`src/rtl/ps2_key_decoder.sv`:
```
// PS/2 set-2 scan-code decoder: turns make/break byte sequences into the active-low
// KEY_n level vector. Each new press is held low for at least HOLD_MIN cycles.
module ps2_key_decoder #(
  parameter int         HOLD_MIN     = 16,
  parameter int         STALE_CYCLES = 1048576,
  parameter logic [7:0] CODE_K3      = 8'h5A,
  parameter logic [7:0] CODE_K2      = 8'h76,
  parameter logic [7:0] CODE_K1      = 8'h29,
  parameter logic [7:0] CODE_K0      = 8'h2D
) (
  input  logic       Clk,
  input  logic       Reset,
  input  logic [7:0] scan_code,
  input  logic       scan_valid,
  output logic [3:0] KEY_n,
  output logic       key_event,
  output logic [1:0] key_index
);

  localparam int HW = $clog2(HOLD_MIN + 1);
  localparam int SW = (STALE_CYCLES > 1) ? $clog2(STALE_CYCLES) : 1;
  localparam logic [HW-1:0] HOLD_LOAD  = HW'(HOLD_MIN - 1);
  localparam logic [SW-1:0] STALE_LAST = SW'(STALE_CYCLES - 1);
  localparam logic [7:0] BREAK_CODE = 8'hF0;
  localparam logic [7:0] EXT_CODE   = 8'hE0;

  typedef enum logic [1:0] {IDLE, BRK, EXT, EXT_BRK} state_t;

  state_t          state;
  logic [SW-1:0]   stale_cnt;
  logic [HW-1:0]   hold_cnt [4];
  logic [3:0]      pend_rel;

  logic            code_hit;
  logic [1:0]      code_idx;
  logic            do_press;
  logic            do_release;

  always_comb begin
    code_hit = 1'b1;
    code_idx = 2'd0;
    if (scan_code == CODE_K3)      code_idx = 2'd3;
    else if (scan_code == CODE_K2) code_idx = 2'd2;
    else if (scan_code == CODE_K1) code_idx = 2'd1;
    else if (scan_code == CODE_K0) code_idx = 2'd0;
    else                           code_hit = 1'b0;
  end

  assign do_press   = scan_valid && (state == IDLE) && code_hit;
  assign do_release = scan_valid && (state == BRK)  && code_hit;

  always_ff @(posedge Clk or negedge Reset) begin
    if (!Reset) begin
      state     <= IDLE;
      stale_cnt <= '0;
      pend_rel  <= '0;
      KEY_n     <= 4'b1111;
      key_event <= 1'b0;
      key_index <= 2'd0;
      for (int i = 0; i < 4; i++) hold_cnt[i] <= '0;
    end else begin
      key_event <= 1'b0;

      // A byte always beats the stale timeout and is decoded in the current state.
      if (scan_valid) begin
        stale_cnt <= '0;
        case (state)
          IDLE: begin
            if (scan_code == BREAK_CODE)    state <= BRK;
            else if (scan_code == EXT_CODE) state <= EXT;
          end
          EXT:     state <= (scan_code == BREAK_CODE) ? EXT_BRK : IDLE;
          default: state <= IDLE;
        endcase
      end else if (state != IDLE) begin
        if (stale_cnt == STALE_LAST) begin
          state     <= IDLE;
          stale_cnt <= '0;
        end else begin
          stale_cnt <= stale_cnt + 1'b1;
        end
      end

      for (int i = 0; i < 4; i++) begin
        if (hold_cnt[i] != '0) hold_cnt[i] <= hold_cnt[i] - 1'b1;

        if (pend_rel[i] && (hold_cnt[i] == '0)) begin
          KEY_n[i]    <= 1'b1;
          pend_rel[i] <= 1'b0;
        end

        // A repeat make while still held cancels any deferred release.
        if (do_press && (code_idx == 2'(i))) begin
          if (KEY_n[i]) begin
            KEY_n[i]    <= 1'b0;
            hold_cnt[i] <= HOLD_LOAD;
            key_event   <= 1'b1;
            key_index   <= 2'(i);
          end
          pend_rel[i] <= 1'b0;
        end

        if (do_release && (code_idx == 2'(i)) && !KEY_n[i]) begin
          if (hold_cnt[i] == '0) KEY_n[i]    <= 1'b1;
          else                   pend_rel[i] <= 1'b1;
        end
      end
    end
  end

endmodule

```
`config.mk`:
```
export PLATFORM = sky130hd
export DESIGN_NAME = ps2_key_decoder
export DESIGN_NICKNAME = d
export VERILOG_FILES = /design/src/rtl/ps2_key_decoder.sv
export SDC_FILE = /design/constraint.sdc
export NUM_CORES = 1
export LEC_CHECK = 0
export BUFFER_PORTS_ARGS = -buffer_cell sky130_fd_sc_hd__buf_4
export CORE_MARGIN = 3
export CORE_UTILIZATION = 48
export DETAILED_ROUTE_END_ITERATION = 12
export PLACE_DENSITY = 0.66
export SLEW_MARGIN = 20
export SYNTH_ARGS = -nofsm -noshare
export SYNTH_HDL_FRONTEND = slang
export SYNTH_SLANG_ARGS = --single-unit
```
`constraint.sdc`:
```
create_clock -name Clk -period 1.9 [get_ports Clk]
set_input_delay 0.38 -clock Clk [delete_from_list [all_inputs] [get_ports Clk]]
set_output_delay 0.38 -clock Clk [all_outputs]
set_load 0.02 [all_outputs]
```
; ---- Word-level counts from Yosys, hierarchy flattened
; Index checks and enable logic that the tools add are counted.
[classes]
add_sub_neg = 5
eq_ne = 13
mux = 81
n_reduce_logical = 38
[ops]
columns = op, n
row1 = $mux W20, 3
row2 = $mux W5, 12
row3 = $mux W1, 49
row4 = $mux W2, 16
row5 = $add A20 B1 Y20 const B, 1
row6 = $eq A20 B20 Y1 const B, 1
row7 = $logic_and A1 B1 Y1, 20
row8 = $logic_not A5 Y1, 4
row9 = $reduce_bool A5 Y1, 4
row10 = $sub A5 B1 Y5 const B, 4
row11 = $eq A8 B6 Y1 const B, 2
row12 = $eq A8 B7 Y1 const B, 2
row13 = $eq A8 B8 Y1 const B, 2
row14 = $eq A2 B2 Y1 const B, 3
row15 = $reduce_bool A2 Y1, 3
row16 = $eq A2 B1 Y1 const B, 2
row17 = $logic_not A1 Y1, 4
row18 = $logic_not A2 Y1, 2
row19 = $ne A4 B2 Y1 const B, 1
row20 = $pmux W2 S2, 1
row21 = $reduce_and A3 Y1, 1
[word_totals]
ff_bits = 53
inputBits = 11
out_inout_bits = 7
elab_cells = 147

; ---- Logic depth before layout (Yosys ltp)
[depth]
depth_word = 14
ltp_mapped = 7
depth_no_buf = 6

; ---- Least setup slack after synthesis
; No wires, ideal clock.
[synth_path]
path_type = reg2reg
start = register state[0]
end = register hold_cnt[19] (netlist name)
setup_ns = 0.120
arrival_time_ns = 1.588
t_required_ns = 1.780
setup_slack_ns = 0.193
stages_incl_launch_ff = 6
n_path_buf = 2
synth_period_minus_slack_ns = 1.707
path_cell_list = dfrtp_1 > clkbuf_1 > or3b_1 > clkbuf_1 > or3_1 > and3_1
[synth_between]
elab_chain_len = 5
[synth_rtl]
columns = item, line_no
row1 = start: declaration, 29  ; state_t state;
row2 = start signal: assignment, 72  ; EXT: state <= (scan_code == BREAK_CODE) ? EXT_BRK : IDLE;
row3 = $logic_not A2 Y1, 49  ; assign do_press = scan_valid && (state == IDLE) && code_hit;
row4 = $logic_and A1 B1 Y1 (2 in a row), 49
row5 = $logic_and A1 B1 Y1, 93  ; if (do_press && (code_idx == 2'(i))) begin
row6 = $mux W5, 93
row7 = end signal: indexed assignment, 96  ; hold_cnt[i] <= HOLD_LOAD;
row8 = end: declaration, 31  ; logic [HW-1:0] hold_cnt [4];
; No other way between the ends.
; A chain may end at the register's enable or synchronous reset.

; ---- Worst setup path in the final report
[layout_path]
start = register stale_cnt[1]
end = register stale_cnt[13]
[layout_between]
elab_chain_len = 4
word_cells_on_any_way = 5
cone_classes = 1 x add/sub / 1 x eq/ne / 3 x mux
[layout_rtl]
columns = item, line_no
row1 = start: declaration, 30  ; logic [SW-1:0] stale_cnt;
row2 = start signal: assignment, 80  ; stale_cnt <= stale_cnt + 1'b1;
row3 = $add A20 B1 Y20 / $eq A20 B20 Y1 (equally long branches), "80, 76"
row4 = $mux W20 (*), 76  ; if (stale_cnt == STALE_LAST) begin
row5 = $mux W20 (*), 75  ; end else if (state != IDLE) begin
row6 = $mux W20 (*), 65  ; if (scan_valid) begin
; Every way passes the cells marked *; elsewhere a longest branch is shown, timed or not. The select of a mux whose other input is x is not followed.

==> results.yml <==
run_status:
  status: "completed"
critical_path:
  reg2reg_depth: 7
  critPathLaunchType: "flip-flop"
  crit_type: "flip-flop to flip-flop"
  worst_path_max_delay_cell: "dfrtp_1"
  r2r_end: "stale_cnt[13]"
  cpPeakStageDelay_ps: 400
  reg2reg_slack_ps: 180
  path_depth: 7
  cp_top_family: "simple AND/OR/NAND/NOR gates"
  critPathMaxFanout: 7
  r2r_start: "stale_cnt[1]"
  crit_path_cell_trace: "ha_1 > nand3_1 > nor2_2 > a31oi_2 > buf_4 > and3_1 > a211o_1"
  worst_ep_arrival_time_ps: 1920
  setup.worst_path.end_class: "flip-flop"
  path_buf_inv: 1
  cp.required_ps: 2090
finish:
  nets: 340
  syn2layout_area_growth_pct: 15.8
  fill_cells: 467
  drive_gt1_frac: 0.178
  insertedDiodeCount: 0
clock_network:
  insertion_delay_ps: 300
  root_buffer: "clkbuf_8"
  cts_resized: 0
  numCtsBuffers: 5
  cts.path.max_buffers: 2
  cts_setup_buffers: 0
  htreeDepth: 2
  clk_pin_slew_worst_paths_ps: 90
  cts_hold_buf: 0
  clkSinkCount: 53
  cts_tree: "done"
grt:
  grt_first_pass_wirelength_um: 9830
  antenna_found_initial: 0
  grt_max_degree: 54
  grt_pass1_vias: 2058
  grt_usage: 0.193
  grt.overflow.total: 0
route:
  vias_per_cell: 5.55
  wl_per_cell_um: 14.2
  drt-total-wl_um: 5630
  vias: 2193
  drtIter0Drc: 156
  remaining_drc_errors: 0
  drt_pass1_iterations: 4
  drtAntennaViolNets: 0
synthesis:
  ys_seq_area_frac: 0.491
  synth_cell_type_count: 49
  ys_top_cells_by_count: "49 x dfrtp_1, 42 x nand2_1, 24 x nor2_1, 18 x nand3_1, 15 x inv_1"
  synth_area_um2: 2710
  synth.top_cell.area_share: 0.452
  synth_nets: 303
  synth_edf_count: 0
  ys_warn_count: 0
  syn_inst: 287
  async_reset_ff_frac: 1.00
  synth.most_common_cell: "dfrtp_1"
  yosys_most_used_dff: "dfrtp_1"
  yosys.area.top_type: "dfrtp_1"
  synth-seq-cells: 53
  netlist_top_cells_area: "dfrtp_1 45%, nand2_1 5.8%, dfstp_2 3.9%, xnor2_1 3.9%, nand3_1 3.3%"
  avgSynthCellArea_um2: 9.44
floorplan:
  initial_utilization: 0.514
  die_x_um: 81.1
  fp.dieH_um: 81.1
  io_pins: 18
  die_area_um2: 6580
  core_um2: 5270
  rows: 26
sta:
  fin_worst_skew_ps: 5.08
  drv_slew: 0
  tightest_slew_ps: 680
  hold_viol: 0
  fin_ws_ps: 175
  relSlewSlack: 0.546
  setup-tns-final_ps: 0
  fmax_ghz: 0.580
  fin_crit_sh: 0.908
  setup_violations: 0
  grt_setup_unrepaired: "no"
  min_period_ps: 1720
power_and_ir_drop:
  power_switching_mw: 0.990
  clock_power_share: 0.202
  p_per_area_nw_per_um2: 966
  pwr-share-comb: 0.294
  max-vdd-ir-drop_v: 0.000669
  swShare: 0.327
  seqPwrFrac: 0.504
  cellInternalPower_mw: 2.04
  total_leakage_power_nw: 1.45
place:
  finalWeightedCongestion: 0.803
  io_buffers: 17
  dp_slack_ps: 112
  hpwl_um: 4100
run:
  cap_viol_max_count: 0
worst_hold_path:
  hold_path_class: "input pin to async pin"
==> flip-flops by register name (all words and copies together), names as in the netlist <==
register   flops
KEY_n          4
hold_cnt      20
key_event      1
key_index      2
pend_rel       4
stale_cnt     20
state          2
==> per-stage QoR <==
step,std cells,power [mW],utilization,hold slack [ps],cell area [um2]
after floorplan,287,2.21,-,84.4,2710
after CTS,395,3.08,0.595,131,3140
after detailed placement,387,2.45,0.579,472,3050
final,395,3.03,0.595,87.9,3140
after global routing,395,3.29,0.595,146,3140
after global placement,387,2.42,0.579,464,3050
==> kinds of logic (layout without fill, tap and decap cells) <==
group                      after synthesis  after routing  share of synthesized area
adders and majority gates                5              5                     0.0231
xor gates and xnor gates                19             19                     0.0614
buffers and inverters                   22             60                     0.0309
AOI/OAI and AO/OA                       51             51                      0.128
and+or+nand+nor                        137            137                      0.265
DFF                                     53             53                      0.491
==> layout make-up <==
class	instances	area [um2]	share of cell area
inverter	15	56.3	0.0179
clock inverter	2	10.0	0.00319
tap	70	87.6	0.0279
timing repair buffer	37	278	0.0885
multi-input combinational	212	1300	0.415
clock buffer	6	72.6	0.0231
sequential	53	1330	0.424
==> worst max path at each step <==
| stage | start | end | slack (ps) |
|---|---|---|---|
| 2_1_floorplan | state[0] | hold_cnt[19] | 190 |
| 3_3_place_gp | scan_code[4] | hold_cnt[19] | 170 |
| 3_5_place_dp | scan_code[4] | hold_cnt[19] | 110 |
| 4_1_cts | stale_cnt[1] | stale_cnt[13] | 140 |
| 5_1_grt | stale_cnt[1] | stale_cnt[13] | 20 |
| 6_report | stale_cnt[1] | stale_cnt[13] | 180 |
==> power by group through the flow <==
| stage | logic, mW | registers (mW) | clock network (mW) |
|---|---|---|---|
| after floorplan | 0.688 | 1.53 | 0 |
| after global placement | 0.872 | 1.54 | 0 |
| after detailed placement | 0.905 | 1.55 | 0 |
| after CTS | 0.908 | 1.53 | 0.645 |
| after global routing | 1.04 | 1.56 | 0.687 |
| final | 0.891 | 1.53 | 0.612 |
==> layer usage <==
layer | up-vias | global-route usage | share of wire
li1 | 1101 | - | -
met1 | 1056 | 0.285 | 0.51
met2 | 32 | 0.290 | 0.45
met3 | 4 | 0.0477 | 0.035
met4 | 0 | 0.0355 | 0.0064
met5 | - | 0 | 0
==> placed cells by master (no fill, tap or decap), types with 3 or more instances in the layout <==
| cell type | instances |
|---|---|
| nand3_1 | 18 |
| and3_1 | 9 |
| nor3_1 | 6 |
| nor4_1 | 8 |
| a21oi_1 | 5 |
| xnor2_1 | 12 |
| o311ai_1 | 4 |
| nand4_1 | 5 |
| nor2_1 | 23 |
| o31ai_1 | 4 |
| buf_4 | 37 |
| xor2_1 | 7 |
| dfstp_2 | 4 |
| inv_1 | 15 |
| dfrtp_1 | 49 |
| o21ai_1 | 12 |
| nand3b_1 | 3 |
| nand2_1 | 42 |
| o21ai_0 | 4 |
| o211ai_1 | 5 |
| ha_1 | 5 |
| clkbuf_8 | 5 |
| a21o_1 | 3 |
Power figures use the tool's default switching activity.
